--- src/rtl/fft_stream_pkg.sv ---
// Shared types and helpers for the FFT frame serializer.
// Optional bit-reversed read order is enabled by FFT_SERIALIZER_BITREV_EN.
package fft_stream_pkg;

  typedef enum logic [1:0] {
    IDLE      = 2'd0,
    WAIT_TICK = 2'd1,
    PRESENT   = 2'd2
  } ser_state_t;

  // Width of a word index within an n-word frame (n is a power of two, >= 2).
  function automatic int idx_w(input int n);
    return $clog2(n);
  endfunction

  // Reverse the low w bits of v; bits above w come back as zero.
  function automatic logic [31:0] bitrev(input logic [31:0] v, input int w);
    logic [31:0] r;
    r = 32'd0;
    for (int i = 0; i < w; i++) begin
      r[i] = v[w-1-i];
    end
    return r;
  endfunction

endpackage

--- src/rtl/fft_frame_serializer_if.sv ---
// Frame-in / word-out bus of the FFT frame serializer.
// The slave modport is the serializer's view; master is the surrounding system.
interface fft_frame_serializer_if
  import fft_stream_pkg::*;
#(
  parameter int WIDTH = 32,
  parameter int N     = 32
);
  localparam int IDX_W = idx_w(N);

  logic [N-1:0][WIDTH-1:0] frame_in;
  logic                    frame_valid;
  logic                    frame_ready;
  logic                    sample_tick;
  logic [WIDTH-1:0]        out_data;
  logic [IDX_W-1:0]        out_index;
  logic                    out_valid;
  logic                    out_ready;
  logic                    out_last;
  logic                    missed_tick;

  modport slave (
    input  frame_in, frame_valid, sample_tick, out_ready,
    output frame_ready, out_data, out_index, out_valid, out_last, missed_tick
  );

  modport master (
    output frame_in, frame_valid, sample_tick, out_ready,
    input  frame_ready, out_data, out_index, out_valid, out_last, missed_tick
  );

endinterface

--- src/rtl/frame_slot_buffer.sv ---
// Two-slot frame store: whole-frame write port and a combinational word read port.
module frame_slot_buffer
  import fft_stream_pkg::*;
#(
  parameter int WIDTH = 32,
  parameter int N     = 32
) (
  input  logic                      clk,
  input  logic                      wr_en,
  input  logic                      wr_sel,
  input  logic [N-1:0][WIDTH-1:0]   wr_frame,
  input  logic                      rd_sel,
  input  logic [idx_w(N)-1:0]       rd_idx,
  output logic [WIDTH-1:0]          rd_data
);

  logic [N-1:0][WIDTH-1:0] slot_r [2];

  // Slot contents are pure data; validity lives in the owner's pointers and count.
  always_ff @(posedge clk) begin
    if (wr_en) begin
      slot_r[wr_sel] <= wr_frame;
    end
  end

  assign rd_data = slot_r[rd_sel][rd_idx];

endmodule

--- src/rtl/fft_frame_serializer.sv ---
// Ping-pong FFT frame serializer: accepts whole frames, emits one word per sample tick.
// Define FFT_SERIALIZER_BITREV_EN to read each frame in bit-reversed index order.
module fft_frame_serializer
  import fft_stream_pkg::*;
#(
  parameter int WIDTH = 32,
  parameter int N     = 32
) (
  input  logic                   clk,
  input  logic                   rst_n,
  fft_frame_serializer_if.slave  bus
);

  localparam int               IDX_W    = idx_w(N);
  localparam logic [IDX_W-1:0] LAST_IDX = IDX_W'(N - 1);

  ser_state_t       state_r;
  ser_state_t       state_nx_s;
  logic             wr_ptr_r;
  logic             rd_ptr_r;
  logic [1:0]       full_slots_r;
  logic [IDX_W-1:0] idx_r;
  logic [IDX_W-1:0] idx_nx_s;

  logic [WIDTH-1:0] out_data_r;
  logic [IDX_W-1:0] out_index_r;
  logic             out_valid_r;
  logic             out_last_r;
  logic             missed_tick_r;

  logic             frame_ready_s;
  logic             accept_s;
  logic             xfer_s;
  logic             other_full_s;
  logic             release_s;
  logic             load_s;
  logic             drop_valid_s;
  logic             missed_s;
  logic [IDX_W-1:0] load_pos_s;
  logic [IDX_W-1:0] load_word_idx_s;
  logic             load_slot_s;
  logic [WIDTH-1:0] rd_data_s;
  logic [WIDTH-1:0] load_word_s;

  assign frame_ready_s = (full_slots_r < 2'd2);
  assign accept_s      = bus.frame_valid && frame_ready_s;
  assign xfer_s        = out_valid_r && bus.out_ready;
  // A frame landing in the same cycle the current one releases counts as waiting.
  assign other_full_s  = (full_slots_r == 2'd2) || accept_s;

`ifdef FFT_SERIALIZER_BITREV_EN
  assign load_word_idx_s = IDX_W'(bitrev(32'(load_pos_s), IDX_W));
`else
  assign load_word_idx_s = load_pos_s;
`endif

  frame_slot_buffer #(
    .WIDTH (WIDTH),
    .N     (N)
  ) u_slots (
    .clk      (clk),
    .wr_en    (accept_s),
    .wr_sel   (wr_ptr_r),
    .wr_frame (bus.frame_in),
    .rd_sel   (load_slot_s),
    .rd_idx   (load_word_idx_s),
    .rd_data  (rd_data_s)
  );

  // The slot being written this cycle is not in the store yet, so take it from the bus.
  assign load_word_s = (accept_s && (wr_ptr_r == load_slot_s)) ?
                       bus.frame_in[load_word_idx_s] : rd_data_s;

  // Next-state and datapath control for the word pacing FSM.
  always_comb begin
    state_nx_s   = state_r;
    idx_nx_s     = idx_r;
    load_pos_s   = idx_r;
    load_slot_s  = rd_ptr_r;
    load_s       = 1'b0;
    drop_valid_s = 1'b0;
    release_s    = 1'b0;
    missed_s     = 1'b0;
    case (state_r)
      IDLE: begin
        if (full_slots_r != 2'd0) begin
          if (bus.sample_tick) begin
            load_s     = 1'b1;
            state_nx_s = PRESENT;
          end else begin
            state_nx_s = WAIT_TICK;
          end
        end else begin
          state_nx_s = IDLE;
        end
      end
      WAIT_TICK: begin
        if (bus.sample_tick) begin
          load_s     = 1'b1;
          state_nx_s = PRESENT;
        end else begin
          state_nx_s = WAIT_TICK;
        end
      end
      PRESENT: begin
        if (xfer_s) begin
          if (idx_r != LAST_IDX) begin
            idx_nx_s   = idx_r + IDX_W'(1);
            load_pos_s = idx_r + IDX_W'(1);
            if (bus.sample_tick) begin
              load_s     = 1'b1;
              state_nx_s = PRESENT;
            end else begin
              drop_valid_s = 1'b1;
              state_nx_s   = WAIT_TICK;
            end
          end else begin
            release_s   = 1'b1;
            idx_nx_s    = {IDX_W{1'b0}};
            load_pos_s  = {IDX_W{1'b0}};
            load_slot_s = ~rd_ptr_r;
            if (other_full_s && bus.sample_tick) begin
              load_s     = 1'b1;
              state_nx_s = PRESENT;
            end else if (other_full_s) begin
              drop_valid_s = 1'b1;
              state_nx_s   = WAIT_TICK;
            end else begin
              drop_valid_s = 1'b1;
              state_nx_s   = IDLE;
            end
          end
        end else begin
          // A tick that finds the word still pending is reported and dropped.
          missed_s   = bus.sample_tick;
          state_nx_s = PRESENT;
        end
      end
      default: begin
        drop_valid_s = 1'b1;
        state_nx_s   = IDLE;
      end
    endcase
  end

  // FSM state register.
  always_ff @(posedge clk or negedge rst_n) begin
    if (!rst_n) begin
      state_r <= IDLE;
    end else begin
      state_r <= state_nx_s;
    end
  end

  // Slot pointers, occupancy and stream position.
  always_ff @(posedge clk or negedge rst_n) begin
    if (!rst_n) begin
      wr_ptr_r     <= 1'b0;
      rd_ptr_r     <= 1'b0;
      full_slots_r <= 2'd0;
      idx_r        <= {IDX_W{1'b0}};
    end else begin
      if (accept_s) begin
        wr_ptr_r <= ~wr_ptr_r;
      end
      if (release_s) begin
        rd_ptr_r <= ~rd_ptr_r;
      end
      idx_r <= idx_nx_s;
      case ({accept_s, release_s})
        2'b10:   full_slots_r <= full_slots_r + 2'd1;
        2'b01:   full_slots_r <= full_slots_r - 2'd1;
        default: full_slots_r <= full_slots_r;
      endcase
    end
  end

  // Output word registers; held stable while the consumer stalls.
  always_ff @(posedge clk or negedge rst_n) begin
    if (!rst_n) begin
      out_data_r    <= {WIDTH{1'b0}};
      out_index_r   <= {IDX_W{1'b0}};
      out_valid_r   <= 1'b0;
      out_last_r    <= 1'b0;
      missed_tick_r <= 1'b0;
    end else begin
      missed_tick_r <= missed_s;
      if (load_s) begin
        out_data_r  <= load_word_s;
        out_index_r <= load_word_idx_s;
        out_last_r  <= (load_pos_s == LAST_IDX);
        out_valid_r <= 1'b1;
      end else if (drop_valid_s) begin
        out_valid_r <= 1'b0;
      end else begin
        out_valid_r <= out_valid_r;
      end
    end
  end

  assign bus.frame_ready = frame_ready_s;
  assign bus.out_data    = out_data_r;
  assign bus.out_index   = out_index_r;
  assign bus.out_valid   = out_valid_r;
  assign bus.out_last    = out_last_r;
  assign bus.missed_tick = missed_tick_r;

endmodule

--- src/flat_wrapper.sv ---
// flat-port wrapper written by rule: the top's interface ports become plain ports
module fft_frame_serializer_flat import fft_stream_pkg::*;
#(
  parameter int WIDTH = 32,
  parameter int N     = 32
)
  (clk, rst_n, bus_frame_in, bus_frame_valid, bus_sample_tick, bus_out_ready, bus_frame_ready, bus_out_data, bus_out_index, bus_out_valid, bus_out_last, bus_missed_tick);
  fft_frame_serializer_if #(.WIDTH(WIDTH), .N(N)) bus_i ();
  input  logic clk;
  input  logic rst_n;
  input wire logic [$bits(bus_i.frame_in)-1:0] bus_frame_in;
  input wire logic [$bits(bus_i.frame_valid)-1:0] bus_frame_valid;
  input wire logic [$bits(bus_i.sample_tick)-1:0] bus_sample_tick;
  input wire logic [$bits(bus_i.out_ready)-1:0] bus_out_ready;
  output wire logic [$bits(bus_i.frame_ready)-1:0] bus_frame_ready;
  output wire logic [$bits(bus_i.out_data)-1:0] bus_out_data;
  output wire logic [$bits(bus_i.out_index)-1:0] bus_out_index;
  output wire logic [$bits(bus_i.out_valid)-1:0] bus_out_valid;
  output wire logic [$bits(bus_i.out_last)-1:0] bus_out_last;
  output wire logic [$bits(bus_i.missed_tick)-1:0] bus_missed_tick;
  assign bus_i.frame_in = bus_frame_in;
  assign bus_i.frame_valid = bus_frame_valid;
  assign bus_i.sample_tick = bus_sample_tick;
  assign bus_i.out_ready = bus_out_ready;
  assign bus_frame_ready = bus_i.frame_ready;
  assign bus_out_data = bus_i.out_data;
  assign bus_out_index = bus_i.out_index;
  assign bus_out_valid = bus_i.out_valid;
  assign bus_out_last = bus_i.out_last;
  assign bus_missed_tick = bus_i.missed_tick;
  fft_frame_serializer #(.WIDTH(WIDTH), .N(N)) u_core (.clk(clk), .rst_n(rst_n), .bus(bus_i));
endmodule
--- config.mk ---
export PLATFORM = sky130hd
export DESIGN_NAME = fft_frame_serializer_flat
export DESIGN_NICKNAME = d
export VERILOG_FILES = /design/src/rtl/fft_stream_pkg.sv /design/src/rtl/fft_frame_serializer_if.sv /design/src/rtl/frame_slot_buffer.sv /design/src/rtl/fft_frame_serializer.sv /design/src/flat_wrapper.sv
export SDC_FILE = /design/constraint.sdc
export NUM_CORES = 2
export LEC_CHECK = 0
export CORE_AREA = 2 2 412 414
export CTS_BUF_LIST = sky130_fd_sc_hd__clkbuf_4 sky130_fd_sc_hd__clkbuf_8 sky130_fd_sc_hd__clkbuf_16
export DETAILED_ROUTE_END_ITERATION = 7
export DIE_AREA = 0 0 414 416
export HOLD_SLACK_MARGIN = 0.05
export PLACE_DENSITY = 0.81
export SYNTH_ARGS = -nofsm -noshare
export SYNTH_HDL_FRONTEND = slang
export SYNTH_HIERARCHICAL = 1
export SYNTH_SLANG_ARGS = --single-unit
--- constraint.sdc ---
create_clock -name clk -period 128.9 [get_ports clk]
set_input_delay 19.335 -clock clk [delete_from_list [all_inputs] [get_ports clk]]
set_output_delay 19.335 -clock clk [all_outputs]
set_load 0.05 [all_outputs]
Yosys cells after proc, flatten, opt, wreduce, memory -nomap -nowiden

Memories as Yosys holds them, arrays and structs flattened.
Index checks and enable logic that the tools add are counted.

Memory bits (writable): 2,048
Input port bits: 1,029
Register bits: 51
Memories: 1
Word-level logic and storage cells: 75
Output and inout port bits: 41

Memory list:

| name                  | words | bits a word | read ports | clocked after memory_dff | wr ports | line                    | source |
|---|---|---|---|---|---|---|---|
| u_core.u_slots.slot_r | 2     | 1,024       | 1          | 0                        | 1        | frame_slot_buffer.sv:17 | `logic [N-1:0][WIDTH-1:0] slot_r [2];` |

$add $sub $neg: 3
Equal/unequal tests: 8
$lt $le $gt $ge: 2
Bitwise logic cells: 2
Reduce and logical (&&, ||, !) cells: 10
Muxes and demuxes: 39

Operators by type and width:

| operator                                                   | number |
|---|---|
| binary-select mux 32 bit (select 5 bit)                    | 2 |
| 2-to-1 mux 32 bit                                          | 3 |
| 2-to-1 mux 1 bit                                           | 22 |
| 2-to-1 mux 5 bit                                           | 3 |
| 2-to-1 mux 2 bit                                           | 5 |
| == test 2 bit, second input constant                       | 3 |
| less-than comparator 5 x 6 -> 1 bit, second input constant | 1 |
| case mux 2 bit (3 select lines)                            | 1 |
| nonzero test 2 bit                                         | 3 |
| adder 5 x 1 -> 5 bit, second input constant                | 1 |
| == test 5 bit, second input constant                       | 1 |
| != test 5 bit, second input constant                       | 1 |
| == test 2 x 1 -> 1 bit, second input constant              | 2 |
| logical AND 1 bit                                          | 4 |
| case mux 2 bit (2 select lines)                            | 1 |
| case mux 1 bit (3 select lines)                            | 1 |
| adder 2 x 1 -> 2 bit, second input constant                | 1 |
| logical NOT 2 bit                                          | 1 |
| less-than comparator 2 bit, second input constant          | 1 |
| inverter 1 bit                                             | 2 |
| case mux 1 bit (2 select lines)                            | 1 |
| OR reduction 2 bit                                         | 1 |
| subtractor 2 x 1 -> 2 bit, second input constant           | 1 |
| == test 1 bit                                              | 1 |
| logical OR 1 bit                                           | 1 |

Longest topological paths before layout

Depth after elaboration: 10
Mapped depth: 21
Mapped depth without buffers: 14

Cells and area by module

Netlist, hierarchy kept.

By module, submodules not included:

| module               | seq. area each (sq um) | area each (sq um) | cells each | times used |
|---|---|---|---|---|
| frame_slot_buffer    | 61,499.0               | 77,554.4          | 3,246      | 1 |
| fft_frame_serializer | 1,276.2                | 11,423.5          | 2,219      | 1 |

Least setup slack after synthesis

No wires, ideal clock.

Path type: input-to-reg
From: in bus_frame_valid
To: mem u_core/u_slots/slot_r[0][0] in the netlist's numbering (enable)
Library setup time: 2,570 ps
Setup slack: 61,852 ps
Arrival: 64,478 ps
Cell stages on the path: 4
Buffers on the path: 1
Required time: 126,330 ps
Cells stage by stage: nand2b_1 > clkbuf_1 > inv_1 > nor2b_1

Longest elaborated chain between the ends: 3

Ends and longest elaborated chain:

| element                                | line                       | source |
|---|---|---|
| start, declared                        | flat_wrapper.sv:12         | `input wire logic [$bits(bus_i.frame_valid)-1:0] bus_frame_valid;` |
| logical AND 1 bit                      | fft_frame_serializer.sv:46 | `assign accept_s = bus.frame_valid && frame_ready_s;` |
| net u_core.accept_s                    | fft_frame_serializer.sv:32 | `logic accept_s;` |
| 2-to-1 mux 1 bit                       | frame_slot_buffer.sv:21    | `if (wr_en) begin` |
| 2-to-1 mux 1 bit (not written as such) | frame_slot_buffer.sv:22    | `slot_r[wr_sel] <= wr_frame;` |
| end, declared                          | frame_slot_buffer.sv:17    |  |

The timed path passes the listed nets, and every way through them passes these cells.

Worst setup path after layout

From: in bus_out_ready
To: reg u_core.out_data_r[23] (netlist: u_core/bus.out_data[23])

Longest elaborated chain between the ends: 7
Elaborated cells between the ends (all ways): 15
Those cells by class: eq/ne (1); mux (11); reduce/logical (2); memory (1)

Ends and longest elaborated chain:

| element                                 | line                        | source |
|---|---|---|
| start, declared                         | flat_wrapper.sv:14          | `input wire logic [$bits(bus_i.out_ready)-1:0] bus_out_ready;` |
| logical AND 1 bit                       | fft_frame_serializer.sv:47  | `assign xfer_s = out_valid_r && bus.out_ready;` |
| 2-to-1 mux 1 bit                        | fft_frame_serializer.sv:106 | `if (xfer_s) begin` |
| 2-to-1 mux 1 bit                        | fft_frame_serializer.sv:84  | `case (state_r)` |
| net u_core.load_slot_s                  | fft_frame_serializer.sv:41  | `logic load_slot_s;` |
| memory read (2 x 1024 bit)              | n/a                         |  |
| binary-select mux 32 bit (select 5 bit) | frame_slot_buffer.sv:26     | `assign rd_data = slot_r[rd_sel][rd_idx];` |
| 2-to-1 mux 32 bit (not written as such) | frame_slot_buffer.sv:26     |  |
| net u_core.rd_data_s[23]                | fft_frame_serializer.sv:42  | `logic [WIDTH-1:0] rd_data_s;` |
| 2-to-1 mux 32 bit                       | fft_frame_serializer.sv:71  | `assign load_word_s = (accept_s && (wr_ptr_r == load_slot_s)) ?` |
| end signal, assigned                    | fft_frame_serializer.sv:181 | `out_data_r <= {WIDTH{1'b0}};` |
| end signal, assigned                    | fft_frame_serializer.sv:189 | `out_data_r <= load_word_s;` |
| end, declared                           | fft_frame_serializer.sv:25  | `logic [WIDTH-1:0] out_data_r;` |

The timed path passes the listed nets, and every way through them passes these cells. The select of a mux whose other input is x is not followed.
A chain may end at the register's enable or synchronous reset.

==> reports/metrics.yaml <==
skew_ns: 0.02763
async_flop_share_pct: 2.430
setup_viol: 0
slowest_delay_ns: 0.90
power.density_nw_per_um2: 12.95
worstHoldEndpoint: "u_core/bus.out_index[0]$_DFFE_PN0P_"
cp_data_arrival_time_ns: 26.22
syn_to_final_growth_pct: 22.24
drv_slew: 0
worstHoldPathCells: 1
clock-sinks: 2099
hold_path_class: "flip-flop to flip-flop"
peakVddDrop_v: 0.00001246
detail-route-antenna-nets: 0
cp_max_fo: 106
grt_pass1_vias: 58100
ys.flop_type: "edfxtp_1"
port-buffer-count: 1069
synth_area_per_cell_um2: 16.28
regArea_um2: 62780
stdcell_count: 9000
rsz0062_at_grt: "no"
cp_cell_sequence: "clkdlybuf4s50_1 > and4b_1 > and2_1 > xor2_4 > buf_4 > buf_4 > buf_12 > buf_4 > mux4_2 > a221oi_1 > o21ai_1 > nand2_1 > nor2_1 > a22o_1 > a31o_1"
path_clk_slew_ns: 0.06
synthTopCellsByArea: "edfxtp_1, mux4_2, nand2_1"
yosys_warnings: 6
row_count: 151
synth-edff-count: 2048
netlist_instances: 5465
ys_seq_area_share_pct: 70.55
synthDistinctLibCells: 59
fillers: 11370
drt_iter0_markers: 9904
die_y_um: 416
finalCritPeriodShare_pct: 19.78
die_w_um: 414
crit_path_top_delay_cell: "buf_4"
dpl.cell_count: 8458
grt_max_degree: 185
slew_headroom_pct: 13.52
holdBufCountCts: 0
wirelength_mm: 321.4
start_util_pct: 52.92
multi_input_area_um2: 24450
dp_hpwl_mm: 220.5
drt_first_pass_iters: 6
synth_top_cell_by_area: "edfxtp_1"
track_usage_pct: 36.39
fin_util_pct: 64.68
period_needed_ns: 25.49
antenna_found_initial: 187
grt_overflow: 0
core_area_um2: 168100
hold_viol_final: 0
clock_latency_ns: 0.86
crit_required_ns: 129.63
post_cts_resized: 0
yosysTopAreaCellShare_pct: 69.12
cts_buffers: 207
fmax_ghz: 0.03923
vias_per_cell: 6.641
min-delay-start: "u_core/bus.out_index[0]$_DFFE_PN0P_"
reg2reg_depth: 17
grt_pass1_wl_mm: 436.1
worstSetupPathType: "input pin to flip-flop"
cpMostUsedCell: "buf_4"
ys_seq_elements: 2099
cts_buffer_depth: 3
cp-start-kind: "input pin"
fin_tns_setup_ns: 0
syn_nets: 6497
wl_per_cell_um: 35.71
r2r_start: "u_core/idx_r[0]$_DFF_PN0_"
final_nets: 7481
pin_count: 1070
drive_gt1_share_pct: 15.26
postCtsSetupBuffers: 0
post-route-drc-count: 0
r2r_setup_slack_ns: 121.43
routabilityCongestion: 0.8911
cts-root-buf: "clkbuf_16"
leakagePower_nw: 35.05
r2r-end: "u_core/bus.out_data[18]$_DFFE_PN0P_"
vias: 59770
power.total_mw: 1.409
synth.cell_area_um2: 88980
worstMarginPinSlew_ns: 1.297
cts_tree: "built"
end_kind: "flip-flop"
maxCapViolCount: 0
htree_num_levels: 4
die-area_um2: 172200
status: "finished, final reports clean"
final_common_cell: "edfxtp_1"
final_cell_mix: "edfxtp_1, clkdlybuf4s50_1, nand2_1"
-- synth_stat cells, types with 4 or more instances --
cell type / n
mux2_2: 6
and2_1: 6
buf_1: 45
o221ai_1: 26
nand3_1: 384
nand4_1: 13
and3_1: 4
nor4_1: 31
a22oi_1: 61
mux2i_1: 109
nand2_1: 923
nor2b_1: 5
xnor2_1: 4
a21oi_1: 368
nor3_1: 12
mux4_2: 525
a31oi_1: 4
buf_6: 16
o21ai_1: 54
a221oi_1: 52
o22ai_1: 57
edfxtp_1: 2048
nor2_1: 165
nand2b_1: 11
o21ai_0: 50
a31o_1: 29
a22o_1: 31
inv_1: 9
dfrtp_1: 51
buf_2: 124
buf_4: 41
clkbuf_1: 161
-- cell type report --
class	count	share of cell area, %
Sequential cell	2099	57.72
Clock inverter	121	0.9445
Timing Repair Buffer	1163	10.62
Multi-Input combinational cell	2966	22.48
Antenna cell	155	0.3566
Inverter	12	0.06672
Tap cell	2218	2.552
Clock buffer	266	5.257
-- worst max path at each step --
stage	start	to	slack, ns	depth (start not counted)
2_1_floorplan	bus_frame_valid	u_core/u_slots/slot_r[0][0]$_DFFE_PP_	61.85	4
3_3_place_gp	bus_out_ready	u_core/bus.out_data[7]$_DFFE_PN0P_	102.65	15
3_5_place_dp	bus_out_ready	u_core/bus.out_data[7]$_DFFE_PN0P_	102.54	15
4_1_cts	bus_out_ready	u_core/bus.out_data[23]$_DFFE_PN0P_	103.42	15
5_1_grt	bus_out_ready	u_core/bus.out_data[23]$_DFFE_PN0P_	102.87	15
6_report	bus_out_ready	u_core/bus.out_data[23]$_DFFE_PN0P_	103.41	15
-- critical path: cells and delay by family --
family / cells / cell delay, ns
compound gates: 4 / 0.98
xor+xnor: 1 / 0.17
buf+inv: 5 / 3.76
mux: 1 / 0.61
simple gates: 4 / 1.10
-- routing by layer --
layer	vias up	wire length (µm)	track usage, %
met1	29710	99330	42.02
met3	1131	37590	9.782
li1	23810	-	-
met4	96	32490	31.21
met5	-	580	0
met2	5020	151400	56.83
-- registers in the layout, indices dropped and copies added (netlist names) --
| name | cells |
|---|---|
| u_core/rd_ptr_r | 1 |
| u_core/wr_ptr_r | 1 |
| u_core/bus.out_valid | 1 |
| u_core/bus.out_data | 32 |
| u_core/bus.out_last | 1 |
| u_core/bus.missed_tick | 1 |
| u_core/state_r | 2 |
| u_core/bus.out_index | 5 |
| u_core/full_slots_r | 2 |
| u_core/idx_r | 5 |
| u_core/u_slots/slot_r | 2048 |
-- report_power, final --
| group | internal [mW] | total, mW | switching [mW] |
|---|---|---|---|
| clock network | 0.340 | 0.605 | 0.265 |
| registers | 0.748 | 0.748 | 0.0000746 |
| logic | 0.0311 | 0.0558 | 0.0246 |
-- cells by family after synthesis --
family	synth area share, %
buf+inv	2.173
mux	14.59
xor+xnor	0.08577
fa+ha+maj	0.04219
compound gates	5.078
flops	70.55
simple gates	7.480
-- through the flow --
stage                     worst slack, ns  instance area, µm²  hold WS [ns]
after floorplan                     61.85               88980        0.4822
after global placement             102.65              101600        0.4653
after detailed placement           102.54              101600        0.4694
after CTS                          103.42              108400        0.4829
after global routing               102.87              108700        0.4964
final                              103.41              108800        0.4845
(Power assumes the default switching activity.)
